===== config.mk =====
export PLATFORM = sky130hd
export DESIGN_NAME = cond_logic_mc
export DESIGN_NICKNAME = d
export VERILOG_FILES = /design/src/rtl/cond_pkg.sv /design/src/rtl/cond_check.sv /design/src/rtl/cond_logic_mc.sv
export SDC_FILE = /design/constraint.sdc
export NUM_CORES = 1
export LEC_CHECK = 0
export BUFFER_PORTS_ARGS = -buffer_cell sky130_fd_sc_hd__buf_2
export CORE_AREA = 2 2 39 41
export DETAILED_ROUTE_END_ITERATION = 8
export DIE_AREA = 0 0 41 43
export PLACE_DENSITY = 0.59
export SYNTH_ARGS = -nofsm -noshare
export SYNTH_HDL_FRONTEND = slang
export SYNTH_SLANG_ARGS = --single-unit

===== constraint.sdc =====
create_clock -name clk -period 2.6 [get_ports clk]
set_clock_uncertainty 0.05 [all_clocks]
set_input_delay 0.52 -clock clk [delete_from_list [all_inputs] [get_ports clk]]
set_output_delay 0.52 -clock clk [all_outputs]
set_load 0.005 [all_outputs]

===== src/rtl/cond_pkg.sv =====
//------------------------------------------------------------------------------
// Module  : cond_pkg
// Brief   : Shared types for the ARM-style condition logic: condition codes,
//           NZCV flag bit positions and the flag register type.
// Rev     : 1.0  initial release
//------------------------------------------------------------------------------
`default_nettype none

package cond_pkg;

  // Bit positions inside the {N,Z,C,V} flag word.
  localparam int FLAG_N = 3;
  localparam int FLAG_Z = 2;
  localparam int FLAG_C = 1;
  localparam int FLAG_V = 0;

  typedef logic [3:0] flags_t;

  typedef enum logic [3:0] {
    EQ = 4'b0000,
    NE = 4'b0001,
    CS = 4'b0010,
    CC = 4'b0011,
    MI = 4'b0100,
    PL = 4'b0101,
    VS = 4'b0110,
    VC = 4'b0111,
    HI = 4'b1000,
    LS = 4'b1001,
    GE = 4'b1010,
    LT = 4'b1011,
    GT = 4'b1100,
    LE = 4'b1101,
    AL = 4'b1110,
    NV = 4'b1111
  } cond_e;

endpackage : cond_pkg

`default_nettype wire


===== src/rtl/cond_check.sv =====
//------------------------------------------------------------------------------
// Module  : cond_check
// Brief   : Purely combinational evaluation of a 4-bit condition field against
//           an NZCV flag word. Stateless so a pipelined core can reuse it.
// Rev     : 1.0  initial release
//------------------------------------------------------------------------------
`default_nettype none

module cond_check
  import cond_pkg::*;
(
  input  logic [3:0] cond,
  input  flags_t     flags,
  output logic       ex
);

  logic w_n;
  logic w_z;
  logic w_c;
  logic w_v;
  logic w_ge;

  assign w_n  = flags[FLAG_N];
  assign w_z  = flags[FLAG_Z];
  assign w_c  = flags[FLAG_C];
  assign w_v  = flags[FLAG_V];
  // Signed greater-or-equal is the shared term of GE/LT/GT/LE.
  assign w_ge = (w_n == w_v);

  always_comb begin
    ex = 1'b0;
    case (cond_e'(cond))
      EQ:      ex = w_z;
      NE:      ex = ~w_z;
      CS:      ex = w_c;
      CC:      ex = ~w_c;
      MI:      ex = w_n;
      PL:      ex = ~w_n;
      VS:      ex = w_v;
      VC:      ex = ~w_v;
      HI:      ex = w_c & ~w_z;
      LS:      ex = ~w_c | w_z;
      GE:      ex = w_ge;
      LT:      ex = ~w_ge;
      GT:      ex = ~w_z & w_ge;
      LE:      ex = w_z | ~w_ge;
      AL:      ex = 1'b1;
      NV:      ex = 1'b0;
      default: ex = 1'b0;
    endcase
  end

endmodule : cond_check

`default_nettype wire


===== src/rtl/cond_logic_mc.sv =====
//------------------------------------------------------------------------------
// Module  : cond_logic_mc
// Brief   : NZCV flag register, latched CondEx verdict and write-enable gating
//           for the multi-cycle datapath. Optional sticky Q flag is enabled by
//           defining CONDLOGIC_QFLAG_EN.
// Rev     : 1.0  initial release
//------------------------------------------------------------------------------
`default_nettype none

module cond_logic_mc
  import cond_pkg::*;
#(
  parameter int FLAG_W = 4,
  parameter int COND_W = 4
) (
  input  logic              clk,
  input  logic              reset,
  input  logic [COND_W-1:0] cond,
  input  logic [FLAG_W-1:0] alu_flags,
  input  logic [1:0]        flag_w,
  input  logic              cond_ld,
  input  logic              flush,
  input  logic              pc_s,
  input  logic              reg_w,
  input  logic              mem_w,
  input  logic              no_write,
  input  logic              q_clr,
  output logic              pc_write,
  output logic              reg_write,
  output logic              mem_write,
  output logic              cond_ex,
  output logic [FLAG_W-1:0] flags,
  output logic              q_flag
);

  flags_t r_flags;
  logic   r_cond_ex;
  logic   w_check;
  logic   w_nz_we;
  logic   w_cv_we;

  // The check always sees the stored flags, never the in-flight ALU result.
  cond_check u_cond_check (
    .cond  (cond),
    .flags (r_flags),
    .ex    (w_check)
  );

  // Flag writes are gated by the verdict held before this edge.
  assign w_nz_we = flag_w[1] & r_cond_ex;
  assign w_cv_we = flag_w[0] & r_cond_ex;

  always_ff @(posedge clk or negedge reset) begin
    if (!reset) begin
      r_cond_ex <= 1'b0;
    end else if (flush) begin
      r_cond_ex <= 1'b0;
    end else if (cond_ld) begin
      r_cond_ex <= w_check;
    end
  end

  always_ff @(posedge clk or negedge reset) begin
    if (!reset) begin
      r_flags <= '0;
    end else begin
      if (w_nz_we) begin
        r_flags[FLAG_N] <= alu_flags[FLAG_N];
        r_flags[FLAG_Z] <= alu_flags[FLAG_Z];
      end
      if (w_cv_we) begin
        r_flags[FLAG_C] <= alu_flags[FLAG_C];
        r_flags[FLAG_V] <= alu_flags[FLAG_V];
      end
    end
  end

`ifdef CONDLOGIC_QFLAG_EN
  logic r_q_flag;

  // Set wins over clear so an overflow in the clearing cycle is not lost.
  always_ff @(posedge clk or negedge reset) begin
    if (!reset) begin
      r_q_flag <= 1'b0;
    end else if (w_cv_we && alu_flags[FLAG_V]) begin
      r_q_flag <= 1'b1;
    end else if (q_clr) begin
      r_q_flag <= 1'b0;
    end
  end

  assign q_flag = r_q_flag;
`else
  logic w_unused_q_clr;

  assign w_unused_q_clr = q_clr;
  assign q_flag         = 1'b0;
`endif

  assign pc_write  = pc_s  & r_cond_ex;
  assign reg_write = reg_w & r_cond_ex & ~no_write;
  assign mem_write = mem_w & r_cond_ex;
  assign cond_ex   = r_cond_ex;
  assign flags     = r_flags;

endmodule : cond_logic_mc

`default_nettype wire


==> flow_summary_export.csv <==
group,metric,value,unit
place,hpwl,632,um
clocking,cts-hold-fix-buffers,0,
global_routing,grt_pass1_vias,299,
clocking,htree_levels,1,
die,die_area,0.00176,sq mm
sta,fmax,637,MHz
detailed_routing,met2WireLength,393,um
worst_hold_path,min_path_type,"primary input to async pin",
die,start_util,0.255,
synth,synth_top_flop_cell,"dfrtp_1",
synth,synth_top_family_by_area,"simple AND/OR/NAND/NOR gates",
place,place_area,490,sq um
setup_path,cp_max_fo,4,
global_routing,antenna_found_initial,0,
detailed_routing,via_count,353,
synth,yosysMostFrequentCell,"dfrtp_1",
final_layout,diodes,0,
synth,synthXorXnorAreaFrac,0.0496,
power,switchingPower,105,uW
setup_path,crit_type,"flop to flop",
power,sw_frac_of_total,0.306,
die,num_rows,14,
global_routing,grt_util_all_layers,0.107,
synth,synth_compound_area_frac,0.152,
setup_path,end_kind,"flop",
detailed_routing,met3WireLength,49,um
detailed_routing,drtIter0Drc,0,
sta,fin_crit,1.57,ns
final_layout,register_area,125,sq um
detailed_routing,firstDrtPassIters,1,
power,p_int,238,uW
place,routabilityCongestion,0.698,
final_layout,multiInputGateArea,220,sq um
detailed_routing,vias_per_cell,4.64,
power,combPwrFrac,0.376,
synth,synth-edff-count,0,
detailed_routing,routedWlPerCell,9.75,um
power,pwr_density_cell,663,mW/mm^2
detailed_routing,totalWireLength,741,um
final_layout,nFillCells,149,
final_layout,layout.nets,80,
global_routing,overflow,0,
outcome,status,"complete, no violations",
setup_path,cp.required,2.66,ns
clocking,cts_sinks,5,
sta,final-max-slew-violation-count,0,
final_layout,syn_to_final_growth,46.5,%
final_layout,drive_gt1_frac,0.600,
global_routing,grt_first_pass_wirelength,1.23,mm
synth,synthTopCellsByArea,"dfrtp_1 35%, mux2_2 13%, mux4_2 6.4%, a211oi_2 3.5%, and2_1 3.5%",
synth,synth_area,353,sq um
synth,ys_seq_area_frac,0.355,
synth,yosysTopAreaCell,"dfrtp_1",
synth,synthAdderAreaFrac,0,
synth,yosysWarnings,0,
synth,synth_top_area_share,0.355,
power,seqPwrFrac,0.368,
job,maxCapViolCount,0,
die,die_width,41,um
power,cellLeakagePower,0.258,nW
place,port_buffers,25,
clocking,cts_root_buffer,"clkbuf_4",
sta,finalCritPeriodShare,0.604,
die,io_pins,28,
power,vdd_drop_max,0.324,mV
synth,yosys.area_share.simple,0.220,
synth,synthDistinctLibCells,22,
sta,setup_viol,0,
clocking,cts_tree,"done",
global_routing,grt_max_degree,8,
synth,ys_ff_latch,5,
synth,syn-num-nets,51,
synth,synth_commonest_cells,"5 x dfrtp_1, 4 x mux2_2, 3 x nand2_1, 2 x and2_1",
synth,synth.area.mux_share,0.191,
final_layout,final_area,517,sq um
setup_path,crit_path_start_kind,"flop",
clocking,cts_setup_buffers,0,
setup_path,critPathArrivalTime,1.63,ns
synth,synth.avg_cell_area,11.0,sq um
sta,rsz0062_at_grt,"no",
sta,setup_tns,0,ns
detailed_routing,antenna_left,0,
detailed_routing,drc,0,
power,clkPwrFrac,0.256,
synth,netlist_instances,32,
clocking,clock_latency,0.24,ns
detailed_routing,wl_met1,289,um
sta,hold_violations,0,
clocking,cts-buffers-inserted,3,
die,fp.dieH,43,um
synth,async_flop_share,1.00,
clocking,ctsResizeCount,0,
detailed_routing,top_layer_used,"met4",
die,coreArea,0.00138,sq mm
clocking,clock_path_buffers,2,
clocking,clk_pin_slew,0.04,ns
[cell families after synthesis]
group | after synthesis
flops | 5
simple gates | 12
mux | 5
xor+xnor | 2
other cells | 1
compound gates | 6
buf+inv | 1
[worst max-delay path, cell delays in order, from the launching register on]
cell and delay, ns:
dfrtp_1 0.40, xnor2_1 0.30, and4bb_2 0.28, a311oi_1 0.29, a211oi_2 0.11
[routing by layer]
layer,GRT usage,up-vias
li1,-,177
met2,0.134,14
met1,0.139,160
met3,0.0314,2
met4,0.100,0
met5,0,-
[stage by stage]
stage / setup WS, ns / hold slack (ns) / util / std cells / power (mW)
after detailed placement: 0.841 / 0.291 / 0.354 / 72 / 0.259
after floorplan: 1.06 / 0.174 / - / 32 / 0.205
final: 1.03 / 0.0375 / 0.373 / 76 / 0.343
after global placement: 0.851 / 0.289 / 0.354 / 72 / 0.256
after CTS: 1.02 / 0.0304 / 0.373 / 76 / 0.352
after global routing: 0.925 / 0.0313 / 0.373 / 76 / 0.371
[registers in the layout, summed over array words and instances (netlist names)]
name     cells
flags        4
cond_ex      1
[power groups by stage]
stage          sequential, mW  combinational (mW)  clock [mW]
3_5_place_dp            0.129               0.130           0
5_1_grt                 0.133               0.142      0.0963
2_1_floorplan           0.126              0.0788           0
4_1_cts                 0.128               0.131      0.0933
3_3_place_gp            0.128               0.128           0
6_report                0.126               0.129      0.0878
[layout make-up]
cell class              instances  share of cell area
clock buffers                   4              0.0508
well taps                      16              0.0387
repair buffers                 25               0.242
flip-flops and latches          5               0.242
multi-input cells              26               0.426
[cell usage in the layout (no fill, tap or decap), drive strengths merged]
master and instances:
a211oi 1, a221o 1, a311oi 1, and2 2, and3b 1, and4bb 1
buf 25, clkbuf 4, conb 1, dfrtp 5, mux2 4, mux4 1
nand2 3, nand3 1, nor2 1, nor2b 1, o211ai 1, o21bai 1
o22ai 1, or2b 1, or4b 1, xnor2 1, xor2 1
[final timing paths]
kind	start	end	slack, ns	cells after the start
max in group asynchronous	reset	flags[1]$_DFFE_PN0P_	2.33	1
max reg2reg	flags[3]$_DFFE_PN0P_	cond_ex$_DFFE_PN0P_	1.03	4
min	reset	cond_ex$_DFFE_PN0P_	0.04	1
min in group clk	flush	cond_ex$_DFFE_PN0P_	0.38	2
min reg2reg	flags[1]$_DFFE_PN0P_	flags[1]$_DFFE_PN0P_	0.52	1
max	flags[3]$_DFFE_PN0P_	cond_ex$_DFFE_PN0P_	1.03	4
(Power assumes the default switching activity.)
